`src/rtl/conversion_arbiter_pkg.sv`:
```
// Shared definitions for the converter arbiter: FSM state encoding, default
// sizes and the grant-index width helper.
package conversion_arbiter_pkg;

    typedef enum logic [1:0] {
        ST_IDLE        = 2'd0,
        ST_WAIT_EOC_LO = 2'd1,
        ST_WAIT_EOC_HI = 2'd2,
        ST_ACK         = 2'd3
    } arb_state_e;

    localparam int N_REQ_DEFAULT = 4;
    localparam int W_DEFAULT     = 8;

    function automatic int grant_idx_width(input int n);
        return (n > 1) ? $clog2(n) : 1;
    endfunction

endpackage

```
`src/rtl/conversion_arbiter_rr_picker.sv`:
```
// Combinational rotating-priority encoder: picks the first requester after
// 'last' (wrapping), so the most recently served requester has lowest priority.
module rr_picker #(
    parameter int N_REQ = 4,
    parameter int GW    = 2
) (
    input  logic [N_REQ-1:0] req,
    input  logic [GW-1:0]    last,
    output logic [GW-1:0]    g,
    output logic             any
);

    logic [GW-1:0] idx_s;

    // Scan from the farthest offset down so the nearest requester overwrites.
    always_comb begin
        g     = last;
        any   = 1'b0;
        idx_s = last;
        for (int k = N_REQ; k >= 1; k--) begin
            idx_s = GW'((int'(last) + k) % N_REQ);
            if (req[idx_s]) begin
                g   = idx_s;
                any = 1'b1;
            end else begin
                any = any;
            end
        end
    end

endmodule

```
`src/rtl/conversion_arbiter.sv`:
```
// Shares one soc/eoc converter among N_REQ requesters with round-robin grants
// and returns each result over a 4-phase req/ack handshake.
module conversion_arbiter
    import conversion_arbiter_pkg::*;
#(
    parameter int N_REQ = N_REQ_DEFAULT,
    parameter int W     = W_DEFAULT
) (
    input  logic             clock,
    input  logic             reset,
    input  logic [N_REQ-1:0] req,
    output logic [N_REQ-1:0] ack,
    output logic [W-1:0]     dato,
    output logic             soc,
    input  logic             eoc,
    input  logic [W-1:0]     numero
);

    localparam int            GW       = grant_idx_width(N_REQ);
    localparam logic [GW-1:0] LAST_RST = GW'(N_REQ - 1);

    arb_state_e       state_q, state_d;
    logic [GW-1:0]    grant_q, grant_d;
    logic [GW-1:0]    last_q,  last_d;
    logic [W-1:0]     dato_q,  dato_d;
    logic [N_REQ-1:0] ack_q,   ack_d;
    logic             soc_q,   soc_d;

    logic [GW-1:0]    pick_g_s;
    logic             pick_any_s;
    logic [N_REQ-1:0] grant_oh_s;

    rr_picker #(
        .N_REQ (N_REQ),
        .GW    (GW)
    ) u_picker (
        .req   (req),
        .last  (last_q),
        .g     (pick_g_s),
        .any   (pick_any_s)
    );

    // One-hot decode of the current grant, used to raise ack.
    always_comb begin
        grant_oh_s          = {N_REQ{1'b0}};
        grant_oh_s[grant_q] = 1'b1;
    end

    // Next-state logic: one conversion per grant, then hold ack until req drops.
    always_comb begin
        state_d = state_q;
        grant_d = grant_q;
        last_d  = last_q;
        dato_d  = dato_q;
        ack_d   = ack_q;
        soc_d   = soc_q;
        case (state_q)
            ST_IDLE: begin
                // A busy converter (eoc low) blocks new grants.
                if (pick_any_s && eoc) begin
                    grant_d = pick_g_s;
                    soc_d   = 1'b1;
                    state_d = ST_WAIT_EOC_LO;
                end else begin
                    soc_d   = 1'b0;
                end
            end
            ST_WAIT_EOC_LO: begin
                if (!eoc) begin
                    soc_d   = 1'b0;
                    state_d = ST_WAIT_EOC_HI;
                end else begin
                    soc_d   = 1'b1;
                end
            end
            ST_WAIT_EOC_HI: begin
                if (eoc) begin
                    dato_d  = numero;
                    ack_d   = grant_oh_s;
                    state_d = ST_ACK;
                end else begin
                    ack_d   = {N_REQ{1'b0}};
                end
            end
            ST_ACK: begin
                if (!req[grant_q]) begin
                    ack_d   = {N_REQ{1'b0}};
                    last_d  = grant_q;
                    state_d = ST_IDLE;
                end else begin
                    ack_d   = grant_oh_s;
                end
            end
            default: begin
                state_d = ST_IDLE;
                soc_d   = 1'b0;
                ack_d   = {N_REQ{1'b0}};
            end
        endcase
    end

    // State and output registers.
    always_ff @(posedge clock or posedge reset) begin
        if (reset) begin
            state_q <= ST_IDLE;
            grant_q <= {GW{1'b0}};
            last_q  <= LAST_RST;
            dato_q  <= {W{1'b0}};
            ack_q   <= {N_REQ{1'b0}};
            soc_q   <= 1'b0;
        end else begin
            state_q <= state_d;
            grant_q <= grant_d;
            last_q  <= last_d;
            dato_q  <= dato_d;
            ack_q   <= ack_d;
            soc_q   <= soc_d;
        end
    end

    assign ack  = ack_q;
    assign dato = dato_q;
    assign soc  = soc_q;

endmodule

```
`config.mk`:
```
export PLATFORM = sky130hd
export DESIGN_NAME = conversion_arbiter
export DESIGN_NICKNAME = d
export VERILOG_FILES = /design/src/rtl/conversion_arbiter_pkg.sv /design/src/rtl/conversion_arbiter_rr_picker.sv /design/src/rtl/conversion_arbiter.sv
export SDC_FILE = /design/constraint.sdc
export NUM_CORES = 1
export LEC_CHECK = 0
export CORE_MARGIN = 2
export CORE_UTILIZATION = 40
export DETAILED_ROUTE_END_ITERATION = 8
export GPL_TIMING_DRIVEN = 0
export PLACE_DENSITY = 0.79
export SLEW_MARGIN = 40
export SYNTH_ARGS = -nofsm -noshare
export SYNTH_HDL_FRONTEND = slang
export SYNTH_SLANG_ARGS = --single-unit
```
`constraint.sdc`:
```
create_clock -name clock -period 1.8 [get_ports clock]
set_clock_uncertainty 0.05 [all_clocks]
set_input_delay 0.45 -clock clock [delete_from_list [all_inputs] [get_ports clock]]
set_output_delay 0.45 -clock clock [all_outputs]
set_load 0.01 [all_outputs]
```
== Word-level counts from Yosys, hierarchy flattened ==
Cells that the tools add are included.
Word-level totals
  flip-flop bits (word level): 19
  latch bits: 0
  bits in writable memories: 0
  memory bits (read-only): 0
  input bits: 15
  logic and storage cells: 64
  memories: 0
Cells by class
  $add $sub $neg: 4
  multipliers: 0
  div/mod/pow operators: 0
  $lt $le $gt $ge: 6
  eq/ne operators: 7
  shift-type cells: 0
  multiplexer cells: 31
  bitwise operators: 1
  reductions and logical operators: 9
Operators by type and width (count)
  $mux W2: 8
  $lt A2 B3 Y1 const B: 5
  $mux W1: 12
  $bmux W1 S2: 5
  $mux W4: 2
  $ne A2 B2 Y1 const B: 4
  $pmux W2 S4: 1
  $pmux W4 S2: 1
  $reduce_and A2 Y1: 3
  $add A2 B1 Y2 const B: 2
  $add A2 B2 Y2 const B: 2
  $eq A2 B2 Y1 const B: 2
  $reduce_and A4 Y1: 1
  $reduce_bool A2 Y1: 2
  $demux W1 S2: 1
  $eq A2 B1 Y1 const B: 1
  $ge A2 B1 Y1 const B: 1
  $logic_and A1 B1 Y1: 2
  $logic_not A2 Y1: 1
  $pmux W1 S2: 1
  $not A1 Y1: 1

== Depth between registers and ports, before layout ==
  word-level depth: 10
  gate-level depth with buffers: 7
  mapped depth without buffers: 6

== Cells and area by module ==
Synthesis repeated with hierarchy kept, for this count alone.
Second synthesis, totals
  cells, all modules: 94
  area, all modules: 1004.7 um^2
Modules (own cells, without submodules)
  conversion_arbiter: instances 1, cells each 80, area an instance 922.1 um^2, sequential area each 478.0 um^2
  rr_picker: instances 1, cells each 14, area an instance 82.6 um^2, sequential area each 0.0 um^2

== Worst setup path after synthesis ==
No wires, ideal clock.
  path type: flip-flop to flip-flop
  from: register state_q[0]
  to: register grant_q[0]
  setup time: 0.138 ns
  arrival time: 1.423 ns
  setup slack: 0.189 ns
  stages on the path, launching flop included: 7
  period minus slack after synthesis: 1.611 ns
  path through: dfrtp_1 inv_1 ha_1 inv_1 or2_2 a2111oi_0 a21oi_1
On the way
  longest elaborated chain between the ends: 2
Ends and longest elaborated chain
  from (decl): RTL line conversion_arbiter.sv:22  | arb_state_e state_q, state_d;
  from (signal assigned): RTL line conversion_arbiter.sv:112  | state_q <= state_d;
  $logic_not A2 Y1: RTL line conversion_arbiter.sv:57  | case (state_q)
  $reduce_and A2 Y1 (no source line)
  to (signal assigned): RTL line conversion_arbiter.sv:106  | grant_q <= {GW{1'b0}};
  to (signal assigned): RTL line conversion_arbiter.sv:113  | grant_q <= grant_d;
  to (decl): RTL line conversion_arbiter.sv:23  | logic [GW-1:0] grant_q, grant_d;
No other way between the ends.
A chain may end at the register's enable or synchronous reset.

== Worst setup path after layout ==
  from: input port eoc
  to: register grant_q[0]
On the way
  longest elaborated chain between the ends: 2
Ends and longest elaborated chain
  from (decl): RTL line conversion_arbiter.sv:15  | input logic eoc,
  $logic_and A1 B1 Y1: RTL line conversion_arbiter.sv:60  | if (pick_any_s && eoc) begin
  $reduce_and A2 Y1 (no source line)
No other way between the ends.

==> flow_summary.toml <==
[routing]
wl_per_cell_um = 13.4
num_vias = 808
drtIter0Drc = 10
routed_wirelength_mm = 2.04
drc = 0
dr.pass1.iters = 4
viasPerCell = 5.32
ant_nets = 0

[setup_path]
cp.required_ns = 1.93
critPathBufInv = 1
critPathKind = "input port to flip-flop"
cp_slowest_stage_delay_ns = 0.54
crit_arrival_ns = 1.84
cp_cell_sequence = "clkdlybuf4s50_1 > o41ai_2 > or2_2 > a2111oi_2 > a21oi_1"
cpMaxStageDelayCell = "clkdlybuf4s50_1"
cp_max_fo = 4
critPathLaunchType = "input port"
startpoint = "eoc"
crit_path_end_kind = "flip-flop"
cp_top_family = "buffers and inverters"
regToRegStartpoint = "state_q[0]"

[clock_network]
cts_htree_levels = 1
cts_tree = "yes"
clk_latency_ns = 0.29
cts_root_buffer = "clkbuf_4"
cts_made_buffers = 3
cts_buffer_depth = 2
clkTransAtPathRegs_ns = 0.11
clock-sinks = 19
holdBufCountCts = 0

[logic_synthesis]
async_reset_ff_frac = 1.00
synth-edff-count = 0
ys_types = 26
synthCells = 90
synthTopCellsByArea = "dfrtp_1, mux2_2, dfstp_2"
yosysTopAreaCell = "dfrtp_1"
syn_area_per_cell_um2 = 10.8
seq_area_frac_synth = 0.492
synth.cell_area_um2 = 972
yosys.cell_count.top_type = "dfrtp_1"
synth_top_area_share = 0.438
yosys_most_used_dff = "dfrtp_1"
synth_nets = 109
netlist_top_cells_count = "dfrtp_1, inv_1, mux2_2"
synth_warnings = 0
ys_ff_latch = 19

[sta]
hold_viol_final = 0
fmax_mhz = 584
period_needed_ns = 1.71
timing.hold.ws_ns = 0.457
tightest_slew_ns = 0.708
rsz0062_at_grt = "false"
period_share = 0.952
worst_slack_ns = 0.0871
relSlewSlack = 0.527
maxSlewViolCount = 0
finalSetupViolations = 0
tns_ns = 0

[global_route]
grt_overflow = 0
grt_antenna_before_repair = 0
grt_max_degree = 20
grt_usage = 0.172
grt_pass1_vias = 835
grt_pass1_wl_mm = 3.47

[die]
core_um2 = 2250
start_util = 0.431
fp-row-count = 17
dieArea_um2 = 2840
ios = 28
die_x_um = 53.3
die_h_um = 53.3

[finish]
multi_input_area_um2 = 477
syn_to_final_growth_pct = 39.0
regArea_um2 = 478
fillers = 206
drive_gt1_frac = 0.234
antenna_cells = 0
nets = 144
layout.cells.non_filler = 152

[place]
gp_congestion = 0.879
dpl.cell_count = 145
preCtsSetupSlack_ns = -0.362
portBuffers = 27
hpwlAfterDp_mm = 1.51

[hold_path]
worstHoldStart = "soc"
hold_path_class = "flip-flop to flip-flop"

[pwr]
power_w = 0.00221
p_per_area_nw_per_um2 = 1640
leakage_nw = 0.575
peakVddDrop_mv = 0.950

[run_status]
status = "completed"

[flow_run]
drv_cap = 0
[timing repair]
item                                    4_1_cts  5_1_grt
endpoints found under the setup margin        3        3
buffers inserted                              0        3
resized for setup                             5        6
[cells in the final DEF (no fill, tap or decap), types with 4 or more instances in the layout]
master / n
mux2_2: 9
nor2_1: 5
inv_1: 9
clkdlybuf4s50_1: 23
nand2_1: 5
dfrtp_1: 17
a21oi_1: 4
o21ai_0: 8
dlygate4sd2_1: 4
[final timing paths]
path	end	slack (ns)	cells past startpoint
max	grant_q[0]	0.09	5
min in group asynchronous	dato[4]	0.51	2
max reg2reg	grant_q[0]	0.12	6
min	soc	0.46	2
max in group asynchronous	soc	0.75	2
min reg2reg	soc	0.46	2
[per-stage QoR]
stage,utilization,cell area [um2]
after floorplan,-,972
after global placement,0.567,1280
after detailed placement,0.567,1280
after CTS,0.580,1310
after global routing,0.599,1350
final,0.599,1350
[flip-flops by register name, indices dropped and copies added, names as in the netlist]
signal   count
ack          4
dato         8
grant_q      2
last_q       2
soc          1
state_q      2
[report_power, final]
part	total [W]	internal [W]	switching, W
logic	0.00119	0.000672	0.000516
registers	0.000808	0.000654	0.000154
clock network	0.000214	0.0000827	0.000131
[per-layer routing]
layer / track usage / up-vias / share of wire
met5: 0 / - / 0
li1: - / 388 / -
met1: 0.190 / 388 / 0.42
met2: 0.296 / 28 / 0.49
met3: 0.0565 / 4 / 0.080
met4: 0.0769 / 0 / 0.014
[cell families (layout without fill, tap and decap cells)]
| group | count (synthesis) | in the layout | synth area share |
|---|---|---|---|
| and+or+nand+nor | 24 | 24 | 0.130 |
| AOI/OAI and AO/OA | 20 | 20 | 0.136 |
| DFF | 19 | 19 | 0.492 |
| buffers and inverters | 12 | 46 | 0.0476 |
| muxes | 11 | 11 | 0.143 |
| adders and majority gates | 4 | 4 | 0.0515 |
[final cells by class]
type                    instances  area share
flip-flops and latches         19       0.354
multi-input cells              59       0.353
repair buffers                 30       0.213
inverters                      10      0.0278
well taps                      28      0.0259
clock buffers                   3      0.0167
plain buffers                   2     0.00648
clock inverters                 1     0.00370
[tightest hold or removal path: stages, from the launching register on]
cell	delay, ns
dfrtp_1	0.36
nand2_1	0.05
nand3_1	0.07
No activity file was read; power rests on OpenSTA's default activity.
